===== src/rtl/player_pkg.sv =====
// Shared types for the Fireboy/Icegirl player controller.
package player_pkg;

    localparam int POS_W = 10;

    typedef logic signed [10:0] vel_t;

    typedef enum logic [1:0] {
        IDLE = 2'd0,
        RUN  = 2'd1,
        JUMP = 2'd2,
        FALL = 2'd3
    } anim_t;

endpackage


===== src/rtl/player_anim_seq.sv =====
// Animation sequencer: picks Idle/Run/Jump/Fall from the post-update motion
// state and steps the frame index every ANIM_DIV ticks.
module player_anim_seq
    import player_pkg::*;
#(
    parameter int ANIM_FRAMES = 4,
    parameter int ANIM_DIV    = 4
) (
    input  logic       i_clk,
    input  logic       i_rst,
    input  logic       i_revive,
    input  logic       i_tick,
    input  logic       i_grounded,
    input  logic       i_vy_neg,
    input  logic       i_vx_nz,
    output logic [1:0] o_anim_type,
    output logic [2:0] o_frame_index
);

    localparam int AC_W = (ANIM_DIV > 1) ? $clog2(ANIM_DIV) : 1;

    localparam logic [1:0] ST_IDLE = IDLE;
    localparam logic [1:0] ST_RUN  = RUN;
    localparam logic [1:0] ST_JUMP = JUMP;
    localparam logic [1:0] ST_FALL = FALL;

    logic [1:0]      r_state;
    logic [2:0]      r_frame;
    logic [AC_W-1:0] r_cnt;
    logic [1:0]      w_state_nxt;

    always_comb begin
        w_state_nxt = ST_IDLE;
        if (!i_grounded && i_vy_neg) w_state_nxt = ST_JUMP;
        else if (!i_grounded)        w_state_nxt = ST_FALL;
        else if (i_vx_nz)            w_state_nxt = ST_RUN;
    end

    always_ff @(posedge i_clk or posedge i_rst) begin
        if (i_rst) begin
            r_state <= ST_IDLE;
            r_frame <= 3'd0;
            r_cnt   <= '0;
        end else if (i_revive) begin
            r_state <= ST_IDLE;
            r_frame <= 3'd0;
            r_cnt   <= '0;
        end else if (i_tick) begin
            if (w_state_nxt != r_state) begin
                r_state <= w_state_nxt;
                r_frame <= 3'd0;
                r_cnt   <= '0;
            end else if (r_cnt == AC_W'(ANIM_DIV - 1)) begin
                r_cnt   <= '0;
                r_frame <= (r_frame == 3'(ANIM_FRAMES - 1)) ? 3'd0 : r_frame + 3'd1;
            end else begin
                r_cnt <= r_cnt + 1'b1;
            end
        end
    end

    assign o_anim_type   = r_state;
    assign o_frame_index = r_frame;

endmodule


===== src/rtl/player_motion_ctrl.sv =====
// Per-character motion, facing and sprite-hit logic, stepped once per frame tick.
// Optional mid-air second jump is built when PLAYER_DOUBLE_JUMP_EN is defined.
module player_motion_ctrl
    import player_pkg::*;
#(
    parameter int WIDTH       = 32,
    parameter int HEIGHT      = 48,
    parameter int START_X     = 32,
    parameter int START_Y     = 416,
    parameter int VMAX_X      = 2,
    parameter int JUMP_V0     = 7,
    parameter int GRAVITY     = 1,
    parameter int GRAV_DIV    = 4,
    parameter int VMAX_FALL   = 8,
    parameter int ANIM_FRAMES = 4,
    parameter int ANIM_DIV    = 4
) (
    input  logic        Clk,
    input  logic        Reset,
    input  logic        frame_clk,
    input  logic        revive,
    input  logic        jump,
    input  logic        left,
    input  logic        right,
    input  logic [9:0]  x_min,
    input  logic [9:0]  x_max,
    input  logic [9:0]  y_min,
    input  logic [9:0]  y_max,
    input  logic [9:0]  DrawX,
    input  logic [9:0]  DrawY,
    output logic [9:0]  pos_x,
    output logic [9:0]  pos_y,
    output logic        grounded,
    output logic [1:0]  anim_type,
    output logic [2:0]  frame_index,
    output logic        facing_left,
    output logic        is_player,
    output logic [10:0] sprite_addr
);

    localparam int GC_W = (GRAV_DIV > 1) ? $clog2(GRAV_DIV) : 1;
    localparam logic signed [11:0] W_S  = 12'(WIDTH);
    localparam logic signed [11:0] H_S  = 12'(HEIGHT);
    localparam logic signed [11:0] VX_S = 12'(VMAX_X);
    localparam vel_t JV_S = 11'(JUMP_V0);
    localparam vel_t G_S  = 11'(GRAVITY);
    localparam vel_t VF_S = 11'(VMAX_FALL);

    logic               r_fc_d, r_tick;
    logic [POS_W-1:0]   r_pos_x, r_pos_y;
    vel_t               r_vy;
    logic [GC_W-1:0]    r_grav_cnt;
    logic               r_grounded, r_facing_left;

    logic signed [11:0] w_vx, w_nx, w_ny, w_nx_c, w_ny_c;
    logic signed [11:0] w_x_min_s, w_x_max_s, w_y_min_s, w_y_max_s;
    vel_t               w_vy_sum, w_vy_grav, w_vy_nxt, w_vy_fin;
    logic [GC_W-1:0]    w_grav_cnt_nxt;
    logic               w_grounded_nxt, w_facing_nxt, w_jump_go, w_air_go;
    logic [10:0]        w_off_x, w_off_y, w_col;

    assign w_x_min_s = $signed({2'b00, x_min});
    assign w_x_max_s = $signed({2'b00, x_max});
    assign w_y_min_s = $signed({2'b00, y_min});
    assign w_y_max_s = $signed({2'b00, y_max});
    assign w_jump_go = jump & r_grounded;

`ifdef PLAYER_DOUBLE_JUMP_EN
    logic r_air_jump, r_jump_prev;
    assign w_air_go = ~r_grounded & r_air_jump & jump & ~r_jump_prev;

    always_ff @(posedge Clk or posedge Reset) begin
        if (Reset) begin
            r_air_jump  <= 1'b1;
            r_jump_prev <= 1'b0;
        end else if (revive) begin
            r_air_jump  <= 1'b1;
            r_jump_prev <= 1'b0;
        end else if (r_tick) begin
            r_jump_prev <= jump;
            if (w_grounded_nxt)  r_air_jump <= 1'b1;
            else if (w_air_go)   r_air_jump <= 1'b0;
        end
    end
`else
    assign w_air_go = 1'b0;
`endif

    always_comb begin
        w_vx = 12'sd0;
        if (left)       w_vx = -VX_S;
        else if (right) w_vx = VX_S;
        w_facing_nxt = left ? 1'b1 : (right ? 1'b0 : r_facing_left);

        w_grav_cnt_nxt = r_grav_cnt + 1'b1;
        w_vy_sum       = r_vy + G_S;
        w_vy_grav      = r_vy;
        if (r_grav_cnt == GC_W'(GRAV_DIV - 1)) begin
            w_grav_cnt_nxt = '0;
            w_vy_grav      = (w_vy_sum > VF_S) ? VF_S : w_vy_sum;
        end
        // A launch replaces whatever gravity did this tick.
        w_vy_nxt = (w_jump_go | w_air_go) ? -JV_S : w_vy_grav;

        w_nx = $signed({2'b00, r_pos_x}) + w_vx;
        w_ny = $signed({2'b00, r_pos_y}) + $signed({w_vy_nxt[10], w_vy_nxt});

        w_nx_c = w_nx;
        if (w_nx < w_x_min_s)                       w_nx_c = w_x_min_s;
        else if (w_nx + W_S > w_x_max_s + 12'sd1)   w_nx_c = w_x_max_s - W_S + 12'sd1;

        w_ny_c         = w_ny;
        w_vy_fin       = w_vy_nxt;
        w_grounded_nxt = 1'b0;
        if (w_ny < w_y_min_s) begin
            w_ny_c   = w_y_min_s;
            w_vy_fin = '0;
        end else if ((w_ny + H_S >= w_y_max_s + 12'sd1) && !w_vy_nxt[10]) begin
            w_ny_c         = w_y_max_s - H_S + 12'sd1;
            w_vy_fin       = '0;
            w_grounded_nxt = 1'b1;
        end
    end

    always_ff @(posedge Clk or posedge Reset) begin
        if (Reset) begin
            r_fc_d        <= 1'b0;
            r_tick        <= 1'b0;
            r_pos_x       <= 10'(START_X);
            r_pos_y       <= 10'(START_Y);
            r_vy          <= '0;
            r_grav_cnt    <= '0;
            r_grounded    <= 1'b1;
            r_facing_left <= 1'b0;
        end else begin
            r_fc_d <= frame_clk;
            if (revive) begin
                r_tick        <= 1'b0;
                r_pos_x       <= 10'(START_X);
                r_pos_y       <= 10'(START_Y);
                r_vy          <= '0;
                r_grav_cnt    <= '0;
                r_grounded    <= 1'b1;
                r_facing_left <= 1'b0;
            end else begin
                r_tick <= frame_clk & ~r_fc_d;
                if (r_tick) begin
                    r_pos_x       <= w_nx_c[POS_W-1:0];
                    r_pos_y       <= w_ny_c[POS_W-1:0];
                    r_vy          <= w_vy_fin;
                    r_grav_cnt    <= w_grav_cnt_nxt;
                    r_grounded    <= w_grounded_nxt;
                    r_facing_left <= w_facing_nxt;
                end
            end
        end
    end

    player_anim_seq #(
        .ANIM_FRAMES (ANIM_FRAMES),
        .ANIM_DIV    (ANIM_DIV)
    ) u_anim (
        .i_clk         (Clk),
        .i_rst         (Reset),
        .i_revive      (revive),
        .i_tick        (r_tick),
        .i_grounded    (w_grounded_nxt),
        .i_vy_neg      (w_vy_fin[10]),
        .i_vx_nz       (w_vx != 12'sd0),
        .o_anim_type   (anim_type),
        .o_frame_index (frame_index)
    );

    // Offsets wrap modulo 2048 so pixels left/above the sprite read as huge.
    assign w_off_x     = {1'b0, DrawX} - {1'b0, r_pos_x};
    assign w_off_y     = {1'b0, DrawY} - {1'b0, r_pos_y};
    assign is_player   = (w_off_x < 11'(WIDTH)) && (w_off_y < 11'(HEIGHT));
    assign w_col       = r_facing_left ? (11'(WIDTH - 1) - w_off_x) : w_off_x;
    assign sprite_addr = is_player ? (w_off_y * 11'(WIDTH) + w_col) : 11'd0;

    assign pos_x       = r_pos_x;
    assign pos_y       = r_pos_y;
    assign grounded    = r_grounded;
    assign facing_left = r_facing_left;

endmodule


===== config.mk =====
export PLATFORM = sky130hd
export DESIGN_NAME = player_motion_ctrl
export DESIGN_NICKNAME = d
export VERILOG_FILES = /design/src/rtl/player_pkg.sv /design/src/rtl/player_anim_seq.sv /design/src/rtl/player_motion_ctrl.sv
export SDC_FILE = /design/constraint.sdc
export NUM_CORES = 1
export LEC_CHECK = 0
export BUFFER_PORTS_ARGS = -buffer_cell sky130_fd_sc_hd__buf_2
export CAP_MARGIN = 10
export CELL_PAD_IN_SITES_DETAIL_PLACEMENT = 0
export CELL_PAD_IN_SITES_GLOBAL_PLACEMENT = 1
export CORE_UTILIZATION = 25
export DETAILED_ROUTE_END_ITERATION = 16
export PLACE_DENSITY_LB_ADDON = 0.1
export SKIP_LAST_GASP = 1
export SYNTH_ARGS = -nofsm -noshare
export SYNTH_HDL_FRONTEND = slang
export SYNTH_SLANG_ARGS = --single-unit

===== constraint.sdc =====
create_clock -name Clk -period 7.62 [get_ports Clk]
set_input_delay 1.524 -clock Clk [delete_from_list [all_inputs] [get_ports Clk]]
set_output_delay 1.524 -clock Clk [all_outputs]
set_load 0.02 [all_outputs]

==> flow_metrics.py <==
metrics = {
    "synth": {
        "synthesis.area_um2": 6520,
        "synth_simple_gate_area_frac": 0.189,
        "yosysMostFrequentCell": "ha_1",
        "synth-compound-area-share": 0.264,
        "synth_seq_area_share": 0.170,
        "yosysTopAreaCellShare": 0.182,
        "synth_area_leaders": "ha_1 18%, dfrtp_1 15%, xnor2_1 6.2%",
        "ys_async_sr_fraction": 1.00,
        "synth_top_area_cell": "ha_1",
        "syn_area_per_cell_um2": 8.09,
        "synth_top_family_by_area": "compound AO/OA/AOI/OAI gates",
        "synthFlopType": "dfrtp_1",
        "synth_fa_ha_area_frac": 0.198,
        "synth_warnings": 0,
        "synth_cells": 806,
        "synth.distinct_cells": 88,
        "synth_seq_cells": 44,
        "synth_edf_count": 0,
        "synth.area.mux_share": 0.0125,
        "synth_common_cells": "95 x ha_1, 81 x inv_1, 68 x nor2_1, 54 x nand2_1, 47 x o21ai_0",
        "syn_nets": 973,
        "synth_xor_area_frac": 0.105,
    },
    "cts": {
        "insertion_delay_ps": 300,
        "root_buffer": "clkbuf_16",
        "htree_levels": 2,
        "cts_buffers": 5,
        "post-cts-setup-buffer-count": 0,
        "cts_tree": "built",
        "post_cts_resized": 0,
        "clkTransAtPathRegs_ps": 60,
        "cts_sinks": 44,
        "hold_buffers": 0,
        "clk_path_buf_depth": 2,
    },
    "grt": {
        "grt_pass1_wl_um": 32800,
        "grt_use_met3": 0.0165,
        "antenna_found_initial": 0,
        "gr-max-usage-layer": "met2",
        "grt_util_met2": 0.261,
        "grt_max_degree": 45,
        "first_global_vias": 5973,
        "overflow": 0,
        "grt_use_met1": 0.226,
        "track_usage": 0.159,
    },
    "pwr": {
        "switching_power_mw": 0.569,
        "power_density_nw_per_um2": 166,
        "p_seq_frac": 0.212,
        "p_int_mw": 0.691,
        "clock_power_share": 0.185,
        "switching_share": 0.451,
        "fin_total_pwr_mw": 1.26,
        "p_leak_nw": 3.51,
        "ir_drop_uv": 75.9,
        "p_comb_frac": 0.603,
    },
    "worst_setup_path": {
        "end_kind": "output pin",
        "setup.worst_path.start_class": "input pin",
        "arrival_ps": 5520,
        "ff2ff_setup_slack_ps": 1000,
        "crit_path_max_fanout": 3,
        "critical_path_class": "in2out",
        "required_ps": 6100,
    },
    "detailed_routing": {
        "post_drt_wl_per_cell_um": 17.0,
        "drt-initial-drc-count": 300,
        "viasPerCell": 4.87,
        "drc": 0,
        "vias": 6023,
        "wl_um": 21000,
        "firstDrtPassIters": 5,
        "postRouteAntennaNets": 0,
    },
    "placed_design": {
        "place.gp.congestion": 0.784,
        "dpl.hpwl_um": 17400,
        "numPlacedInstances": 1229,
        "place_ws_ps": 559,
        "io_buffer_count": 105,
    },
    "hold_path": {
        "hp-class": "reg2reg",
    },
    "layout": {
        "fillers": 2828,
        "nets": 1073,
        "ff_latch_area_um2": 1110,
        "syn2layout_area_growth_pct": 16.4,
        "drive_gt1_frac": 0.186,
        "multi_input_area_um2": 5010,
        "stdcell_count": 1237,
        "antenna_cells": 0,
    },
    "flow_run": {
        "drv_cap": 0,
    },
    "timing": {
        "hold_viol_final": 0,
        "setup_viol": 0,
        "layout_min_cycle_time_ps": 7040,
        "worst_hold_slack_ps": 400,
        "worst_pin_slew_ps": 924,
        "grt_setup_unrepaired": "no",
        "post-route-period-util": 0.924,
        "tns_ps": 0,
        "fin_skew_ps": 6.84,
        "worst_slack_ps": 579,
        "slew_headroom": 0.384,
        "clock.fmax_mhz": 142,
        "finalMaxSlewViolations": 0,
    },
    "floorplan": {
        "pin_count": 106,
        "die_x_um": 164,
        "die-area_um2": 26700,
        "die_h_um": 164,
        "rows": 58,
        "coreArea_um2": 25400,
        "initial_utilization": 0.257,
    },
    "run_status": {
        "status": "complete, no violations",
    },
}
==> layout make-up <==
class                   count  share of cell area
clock buffers               6              0.0183
flip-flops and latches     44               0.146
well taps                 330              0.0544
multi-input cells         658               0.660
inverters                  82              0.0405
repair buffers            115              0.0791
clock inverters             2             0.00198
==> cell usage in the layout (no fill, tap or decap), types with 4 or more instances in the layout <==
master     count
buf_2        105
ha_1          95
inv_1         80
nor2_1        67
nand2_1       54
o21ai_0       47
xnor2_1       46
a21oi_1       42
dfrtp_1       39
xor2_1        25
nor3_1        17
o211ai_1      16
a211oi_1      15
nand3_1       15
nand2b_1      13
a21o_1        13
o21a_1        11
nand4_1       11
a22o_1        10
a22oi_1       10
buf_4         10
nor2b_1        9
and3_1         9
mux2i_1        7
o31ai_1        7
and2_1         6
o311ai_0       6
or2_2          5
nor4_1         5
o21ai_1        5
fa_1           5
clkbuf_16      5
dfstp_2        5
o31a_1         4
a211o_1        4
o32ai_1        4
or3_1          4
o21bai_1       4
==> final timing paths <==
| path | from | end | depth (start not counted) |
|---|---|---|---|
| worst max-delay path | DrawX[0] | sprite_addr[10] | 24 |
| min in group asynchronous | Reset | r_vy[3]$_DFFE_PP0P_ | 3 |
| worst min-delay path | r_fc_d$_DFF_PP0_ | r_tick$_DFF_PP0_ | 1 |
| max in group asynchronous | Reset | pos_y[9]$_DFFE_PP0P_ | 3 |
| worst min register to register | r_fc_d$_DFF_PP0_ | r_tick$_DFF_PP0_ | 1 |
| worst max register to register | r_vy[0]$_DFFE_PP0P_ | pos_y[3]$_DFFE_PP0P_ | 24 |
==> registers in the layout (all words and copies together), names as in the netlist <==
| name | cells |
|---|---|
| pos_y | 10 |
| u_anim.r_cnt | 2 |
| r_grav_cnt | 2 |
| pos_x | 10 |
| facing_left | 1 |
| r_vy | 11 |
| r_fc_d | 1 |
| r_tick | 1 |
| u_anim.o_anim_type | 2 |
| grounded | 1 |
| u_anim.o_frame_index | 3 |
==> per-layer routing <==
layer	wire length [µm]	share of wire
met4	139	0.0066
met2	9330	0.44
met5	0	0
met1	11100	0.53
met3	460	0.022
==> worst max-delay path: stages <==
cell and delay, ps:
buf_2 90, inv_1 40, ha_1 160, inv_1 60, fa_1 400, a21o_1 170, a21o_1 190, a21o_1 210
a21oi_1 190, xnor2_1 190, inv_1 110, ha_1 300, nand2_1 50, o21ai_0 170, ha_1 330, a21o_1 160
a21oi_1 210, o21bai_1 90, a21oi_1 170, xor2_1 180, xnor2_1 150, xnor2_1 90, nor2_1 100, buf_2 170
==> power by group through the flow <==
stage | Clock, mW | Sequential (mW) | Combinational, mW
floorplan | 0 | 0.272 | 0.560
CTS | 0.244 | 0.267 | 0.772
finish | 0.233 | 0.267 | 0.760
global route | 0.251 | 0.269 | 0.860
detailed placement | 0 | 0.272 | 0.767
global placement | 0 | 0.272 | 0.775
==> kinds of logic (layout without fill, tap and decap cells) <==
kind of cell,count (synthesis),after routing
AO/OA/AOI/OAI,237,237
XOR/XNOR,75,75
adder cells (fa/ha/maj),100,100
buffers and inverters,104,205
flip-flops,44,44
multiplexers,8,8
AND/OR/NAND/NOR,238,238
==> through the flow <==
step                utilization  cell area, µm²
finish                    0.299            7590
global route              0.299            7590
CTS                       0.299            7590
detailed placement        0.293            7440
global placement          0.293            7440
floorplan                     -            6520
Note: power is estimated with default switching activity, not from simulation.
